$ cat config.mk
export PLATFORM = sky130hd
export DESIGN_NAME = z80_bus_frontend
export DESIGN_NICKNAME = d
export VERILOG_FILES = /design/src/rtl/z80_bus_frontend.sv
export SDC_FILE = /design/constraint.sdc
export NUM_CORES = 1
export LEC_CHECK = 0
export BUFFER_PORTS_ARGS = -buffer_cell sky130_fd_sc_hd__buf_2
export CAP_MARGIN = 20
export CORE_AREA = 3 3 82 84
export CTS_CLUSTER_DIAMETER = 120
export DETAILED_ROUTE_END_ITERATION = 7
export DIE_AREA = 0 0 85 87
export PLACE_DENSITY = 0.68
export SYNTH_ARGS = -nofsm -noshare
export SYNTH_HDL_FRONTEND = slang
export SYNTH_SLANG_ARGS = --single-unit
$ cat constraint.sdc
create_clock -name clk -period 2.5 [get_ports clk]
set_clock_uncertainty 0.2 [all_clocks]
set_input_delay 0.25 -clock clk [delete_from_list [all_inputs] [get_ports clk]]
set_output_delay 0.25 -clock clk [all_outputs]
set_load 0.005 [all_outputs]
$ cat src/rtl/z80_bus_frontend.sv
// Z80 peripheral bus front end: synchronizes and de-glitches the asynchronous Z80 strobes,
// decodes a two-byte I/O window and turns bus cycles into single-cycle read/write events.
module z80_bus_frontend #(
    parameter int FILTER_CYCLES = 2
) (
    input  logic       clk,
    input  logic       reset_b,
    input  logic       z80_write_strobe_b,
    input  logic       z80_read_strobe_b,
    input  logic [7:0] z80_address_bus,
    input  logic [7:0] z80_data_bus_in,
    input  logic [7:0] base_address,
    input  logic [7:0] read_data_0,
    input  logic [7:0] read_data_1,
    output logic [7:0] z80_data_bus_out,
    output logic       z80_bus_dir,
    output logic       wr_stb,
    output logic       wr_offset,
    output logic [7:0] wr_data,
    output logic       rd_stb,
    output logic       rd_offset,
    output logic       protocol_error
);

    typedef enum logic [1:0] {
        IDLE,
        WR_ACTIVE,
        RD_ACTIVE,
        WAIT_RELEASE
    } state_e;

    localparam int WR = 0;
    localparam int RD = 1;
    localparam logic [3:0] FILT_LAST = 4'(FILTER_CYCLES - 1);

    // Strobe vectors are indexed [WR]/[RD] and stay active-low until the filter.
    logic [1:0] strb_meta_q, strb_sync_q;
    logic [7:0] addr_meta_q, addr_sync_q;
    logic [7:0] data_meta_q, data_sync_q;

    // NOTE: strobe synchronizer flops reset to 1 (idle) so leaving reset never looks like a bus cycle.
    always_ff @(posedge clk or negedge reset_b) begin
        if (!reset_b) begin
            strb_meta_q <= 2'b11;
            strb_sync_q <= 2'b11;
            addr_meta_q <= 8'h00;
            addr_sync_q <= 8'h00;
            data_meta_q <= 8'h00;
            data_sync_q <= 8'h00;
        end else begin
            strb_meta_q <= {z80_read_strobe_b, z80_write_strobe_b};
            strb_sync_q <= strb_meta_q;
            addr_meta_q <= z80_address_bus;
            addr_sync_q <= addr_meta_q;
            data_meta_q <= z80_data_bus_in;
            data_sync_q <= data_meta_q;
        end
    end

    // act_q is the filtered, active-high strobe level; any sample agreeing with it restarts the count.
    logic [1:0] act_q;
    logic [3:0] cnt_q [2];

    // NOTE: sequential state is only ever assigned with <=, so block order cannot change behaviour.
    always_ff @(posedge clk or negedge reset_b) begin
        if (!reset_b) begin
            act_q <= 2'b00;
            for (int i = 0; i < 2; i++) cnt_q[i] <= 4'd0;
        end else begin
            for (int i = 0; i < 2; i++) begin
                if (strb_sync_q[i] == act_q[i]) begin
                    if (cnt_q[i] == FILT_LAST) begin
                        act_q[i] <= ~act_q[i];
                        cnt_q[i] <= 4'd0;
                    end else begin
                        cnt_q[i] <= cnt_q[i] + 4'd1;
                    end
                end else begin
                    cnt_q[i] <= 4'd0;
                end
            end
        end
    end

    logic [7:0] base_plus1;
    logic       hit0, hit1, hit;

    assign base_plus1 = base_address + 8'd1;
    assign hit0       = (addr_sync_q == base_address);
    assign hit1       = (addr_sync_q == base_plus1);
    assign hit        = hit0 | hit1;

    state_e     state_q;
    logic [7:0] dout_q, wr_data_q;
    logic       dir_q, wr_stb_q, wr_off_q, rd_stb_q, rd_off_q, err_q;

    always_ff @(posedge clk or negedge reset_b) begin
        if (!reset_b) begin
            state_q   <= IDLE;
            dout_q    <= 8'h00;
            wr_data_q <= 8'h00;
            dir_q     <= 1'b0;
            wr_stb_q  <= 1'b0;
            wr_off_q  <= 1'b0;
            rd_stb_q  <= 1'b0;
            rd_off_q  <= 1'b0;
            err_q     <= 1'b0;
        end else begin
            wr_stb_q <= 1'b0;
            rd_stb_q <= 1'b0;
            err_q    <= 1'b0;
            case (state_q)
                IDLE: begin
                    if (act_q[WR] && act_q[RD]) begin
                        err_q   <= 1'b1;
                        state_q <= WAIT_RELEASE;
                    end else if (act_q[WR]) begin
                        if (hit) begin
                            wr_off_q <= hit1;
                            state_q  <= WR_ACTIVE;
                        end else begin
                            state_q <= WAIT_RELEASE;
                        end
                    end else if (act_q[RD]) begin
                        if (hit) begin
                            dout_q   <= hit1 ? read_data_1 : read_data_0;
                            dir_q    <= 1'b1;
                            rd_stb_q <= 1'b1;
                            rd_off_q <= hit1;
                            state_q  <= RD_ACTIVE;
                        end else begin
                            state_q <= WAIT_RELEASE;
                        end
                    end
                end
                WR_ACTIVE: begin
                    if (!strb_sync_q[WR]) wr_data_q <= data_sync_q;
                    if (act_q[RD]) begin
                        err_q   <= 1'b1;
                        dir_q   <= 1'b0;
                        state_q <= WAIT_RELEASE;
                    end else if (!act_q[WR]) begin
                        wr_stb_q <= 1'b1;
                        state_q  <= IDLE;
                    end
                end
                RD_ACTIVE: begin
                    if (act_q[WR]) begin
                        err_q   <= 1'b1;
                        dir_q   <= 1'b0;
                        state_q <= WAIT_RELEASE;
                    end else if (!act_q[RD]) begin
                        dir_q   <= 1'b0;
                        state_q <= IDLE;
                    end
                end
                WAIT_RELEASE: begin
                    if (!act_q[WR] && !act_q[RD]) state_q <= IDLE;
                end
                default: state_q <= IDLE;
            endcase
        end
    end

    assign z80_data_bus_out = dout_q;
    assign z80_bus_dir      = dir_q;
    assign wr_stb           = wr_stb_q;
    assign wr_offset        = wr_off_q;
    assign wr_data          = wr_data_q;
    assign rd_stb           = rd_stb_q;
    assign rd_offset        = rd_off_q;
    assign protocol_error   = err_q;

endmodule

==> metrics.txt <==
count of clock tree sinks=70; placed cell area=3170 um^2; actual transition at the worst max-transition pin=566 ps; residual overflow from global routing=0; DR vias=~1900; leakage power of the design=approximately 1.7 nW; category of the most critical setup path=flop to flop; clock root cell=sky130_fd_sc_hd__clkbuf_8; synthesis-to-finish area growth=32.5%; final routed wire length divided by cell count=12.8 um; Seq cells post-synth=70; number of placement rows=28; internal power=~2.1 mW; CTS HTree Levels=3; CP peak stage delay=420 ps; clock insertion delay at the later pin of the skew report=340 ps; Register-to-Register Path Depth=6; I/O pin count=66; final instance area=about 3600 um^2; Clock Pin Slew Worst Setup and Hold Paths=roughly 80 ps; ordered cell list for the critical path=xor2_1, and2_1, o32ai_1, nand4_2, or2_1, o221a_1; instance count on the critical path=6; total standard cell area after synthesis=approximately 2700 um^2; deepest clock path buffer count=2; Arr. time, crit path=2310 ps; post-CTS setup buffer count=0; part of the total power dissipated in sequential elements=0.477; count of mapped cells out of synthesis=about 210; capturing point of the worst reg2reg path=z80_data_bus_out[2]; setup violation total in the final timing report=0; final core utilization=0.603; die extent in x=85 um; total global-route track usage=0.153; fraction of the cycle the final worst path needs=0.912; dominant register cell in the synthesized netlist=sky130_fd_sc_hd__dfrtp_1; CTS tree=done; pin count of the biggest net entering global routing=48; post-detailed-route count of antenna-violating nets=0; relative contribution of the clock network to total power=0.261; synthesized area divided by synthesized cell count=around 13 um^2; result of the run=finished clean; Synthesized Nets=between 200 and 300; number of design rule violations left after detail routing=0; DR pass1 iterations=4; buffers plus inverters on the worst setup path=0; post-layout min period=~2300 ps; number of global-route vias before repair=about 2000; Starting Density=0.455; switching part of the total power=0.312; max_cap viols=0; number of distinct library cell variants in the gate-level netlist after synthesis=37; worst endpoint required time=~2500 ps; Final #Nets=360; delay-heaviest family, CP=simple AND/OR/NAND/NOR gates; startpoint of the worst register-to-register path=addr_sync_q[2]; number of flops mapped to enable cells by yosys=0; CP Launch Point=addr_sync_q[2]; placer's final routability congestion estimate=just under 0.8; highest-delay cell along the critical path=sky130_fd_sc_hd__dfrtp_1; power consumption=between 3 and 4 mW; number of fill cells in the layout=around 480; setup TNS=0 ps; power density relative to cell area=between 800 and 900 nW/um^2; antenna diode count=0; smallest setup slack after layout=220 ps; clock buffers created by TritonCTS=9; vias per inst=approximately 4.9; height of the chip=approximately 87 um; Slew headroom=0.623; Critical Path Sink=z80_data_bus_out[2]; highest achievable clock rate=between 400 and 500 MHz; NetSw=a little under 1 mW; layout cells sized above 1=0.321; # port buffers=65; part of the total power dissipated in combinational logic=0.262; largest driver fanout on the critical path=9; worst voltage drop across the vdd grid=between 0.4 and 0.5 mV; number of slew-limit violations in the final report=0; number of failing hold endpoints at the final stage=0; core area=approximately 6000 um^2; first-pass GRT wire length=a little under 9000 um; nature of the critical path startpoint=flop; type of the worst min-delay path=input pin to flop; post-synthesis sequential area ratio=0.644; Starting DRT DRC Count=68; capturing element type of the critical path=flop; post-DP HPWL=approximately 3400 um; area of the die=roughly 7400 um^2; register-to-register setup slack=approximately 220 ps; setup repair after global routing missed its margin=false; Synth Warn #=0; antenna violations before repair=0; aggregate routed wire length=between 4000 and 5000 um; worst setup slack after placement=between 100 and 150 ps; proportion of synthesized flip-flops having asynchronous set or reset=1.00
==> flip-flops by register name, indices dropped and copies added, names as in the netlist <==
| register | count |
|---|---|
| addr_sync_q | 8 |
| rd_stb | 1 |
| z80_bus_dir | 1 |
| rd_offset | 1 |
| data_meta_q | 8 |
| state_q | 2 |
| strb_sync_q | 2 |
| wr_offset | 1 |
| z80_data_bus_out | 8 |
| data_sync_q | 8 |
| wr_stb | 1 |
| addr_meta_q | 8 |
| act_q | 2 |
| protocol_error | 1 |
| wr_data | 8 |
| cnt_q | 8 |
| strb_meta_q | 2 |
==> power groups by stage <==
stage / Combinational (mW) / Sequential [mW] / Clock (mW)
after floorplan: 0.540 / 1.46 / 0
after global placement: 0.777 / 1.50 / 0
after detailed placement: 0.790 / 1.51 / 0
after CTS: 0.828 / 1.49 / 0.840
after global routing: 0.939 / 1.52 / 0.902
final: 0.816 / 1.48 / 0.811
==> metrics by stage <==
step	cells	hold WS, ps
2_1_floorplan	206	-246
3_3_place_gp	344	76.3
3_5_place_dp	344	79.7
4_1_cts	387	42.3
5_1_grt	387	45.5
6_report	387	60.2
==> routing by layer <==
layer | global-route usage | vias up | wire, um | part of all wire
met1 | 0.194 | 877 | 2270 | 0.46
met4 | 0.0906 | 0 | 123 | 0.025
met5 | 0 | - | 0 | 0
met3 | 0.0378 | 10 | 326 | 0.066
li1 | - | 927 | - | -
met2 | 0.237 | 63 | 2230 | 0.45
==> layout by cell type, fill, tap and decap left out, types with 2 or more instances in the layout <==
| cell type | count |
|---|---|
| sky130_fd_sc_hd__clkinvlp_4 | 2 |
| sky130_fd_sc_hd__nor2b_1 | 3 |
| sky130_fd_sc_hd__mux2_2 | 8 |
| sky130_fd_sc_hd__dfrtp_1 | 66 |
| sky130_fd_sc_hd__inv_1 | 8 |
| sky130_fd_sc_hd__clkbuf_8 | 9 |
| sky130_fd_sc_hd__mux2i_1 | 2 |
| sky130_fd_sc_hd__o221a_1 | 8 |
| sky130_fd_sc_hd__a21oi_2 | 2 |
| sky130_fd_sc_hd__dfstp_2 | 4 |
| sky130_fd_sc_hd__a21oi_1 | 6 |
| sky130_fd_sc_hd__nand2_1 | 5 |
| sky130_fd_sc_hd__nor2_1 | 14 |
| sky130_fd_sc_hd__xnor2_1 | 7 |
| sky130_fd_sc_hd__xor2_1 | 10 |
| sky130_fd_sc_hd__nand2b_1 | 5 |
| sky130_fd_sc_hd__buf_4 | 3 |
| sky130_fd_sc_hd__nand4_1 | 2 |
| sky130_fd_sc_hd__or3_1 | 9 |
| sky130_fd_sc_hd__nor3b_1 | 3 |
| sky130_fd_sc_hd__nand3_1 | 6 |
| sky130_fd_sc_hd__buf_2 | 65 |
| sky130_fd_sc_hd__dlygate4sd3_1 | 27 |
| sky130_fd_sc_hd__o21ai_0 | 6 |
| sky130_fd_sc_hd__and3_1 | 2 |
| sky130_fd_sc_hd__inv_6 | 3 |
| sky130_fd_sc_hd__nand3b_1 | 2 |
| sky130_fd_sc_hd__ha_1 | 9 |
==> how the worst min path moves through the flow <==
stage              startpoint             endpoint  slack, ps  cells past startpoint
6_report       read_data_0[0]  z80_data_bus_out[0]         60                      3
5_1_grt        read_data_0[5]  z80_data_bus_out[5]         50                      3
4_1_cts        read_data_0[4]  z80_data_bus_out[4]         40                      3
3_5_place_dp          reset_b  z80_data_bus_out[0]         80                      1
3_3_place_gp          reset_b  z80_data_bus_out[7]         80                      1
2_1_floorplan         reset_b             act_q[0]       -250                      0
==> cells in the mapped netlist, drive strengths merged (4+ instances only) <==
| library cell | instances | share of area |
|---|---|---|
| inv | 8 | 0.011 |
| mux2 | 8 | 0.033 |
| or3 | 9 | 0.021 |
| o221a | 8 | 0.033 |
| clkbuf | 5 | 0.0069 |
| nand2b | 5 | 0.011 |
| nand2 | 5 | 0.0069 |
| xnor2 | 7 | 0.022 |
| dfstp | 4 | 0.039 |
| a21oi | 8 | 0.017 |
| nor2 | 14 | 0.019 |
| ha | 9 | 0.041 |
| xor2 | 10 | 0.032 |
| dfrtp | 66 | 0.61 |
| o21ai | 6 | 0.011 |
| nand3 | 6 | 0.011 |
==> logic make-up after synthesis <==
family                     after synthesis  synth area share
adders and majority gates                9            0.0413
muxes                                   10            0.0404
xor gates and xnor gates                17            0.0546
buffers and inverters                   14            0.0197
and+or+nand+nor                         55             0.111
DFF                                     70             0.644
AOI/OAI and AO/OA                       31            0.0895
==> area by class of cell <==
cell class                 count  area, um^2  area share
sequential                    70        1760       0.486
multi-input combinational    122         917       0.254
clock buffer                   9         124      0.0343
tap                           75        93.8      0.0260
inverter                       8        30.0     0.00831
clock inverter                 7        55.1      0.0152
timing repair buffer          96         638       0.177
==> worst register-to-register path: stages (launching register included) <==
cell and delay [ps]:
sky130_fd_sc_hd__dfrtp_1 420, sky130_fd_sc_hd__xor2_1 160, sky130_fd_sc_hd__and2_1 160, sky130_fd_sc_hd__o32ai_1 320, sky130_fd_sc_hd__nand4_2 250, sky130_fd_sc_hd__or2_1 390, sky130_fd_sc_hd__o221a_1 280
==> what timing repair did <==
action                                  CTS  global route
hold buffers                             27             0
resized for setup                         0             1
endpoints found under the hold margin    49             0
endpoints found under the setup margin    0             8
Power figures use the tool's default switching activity.
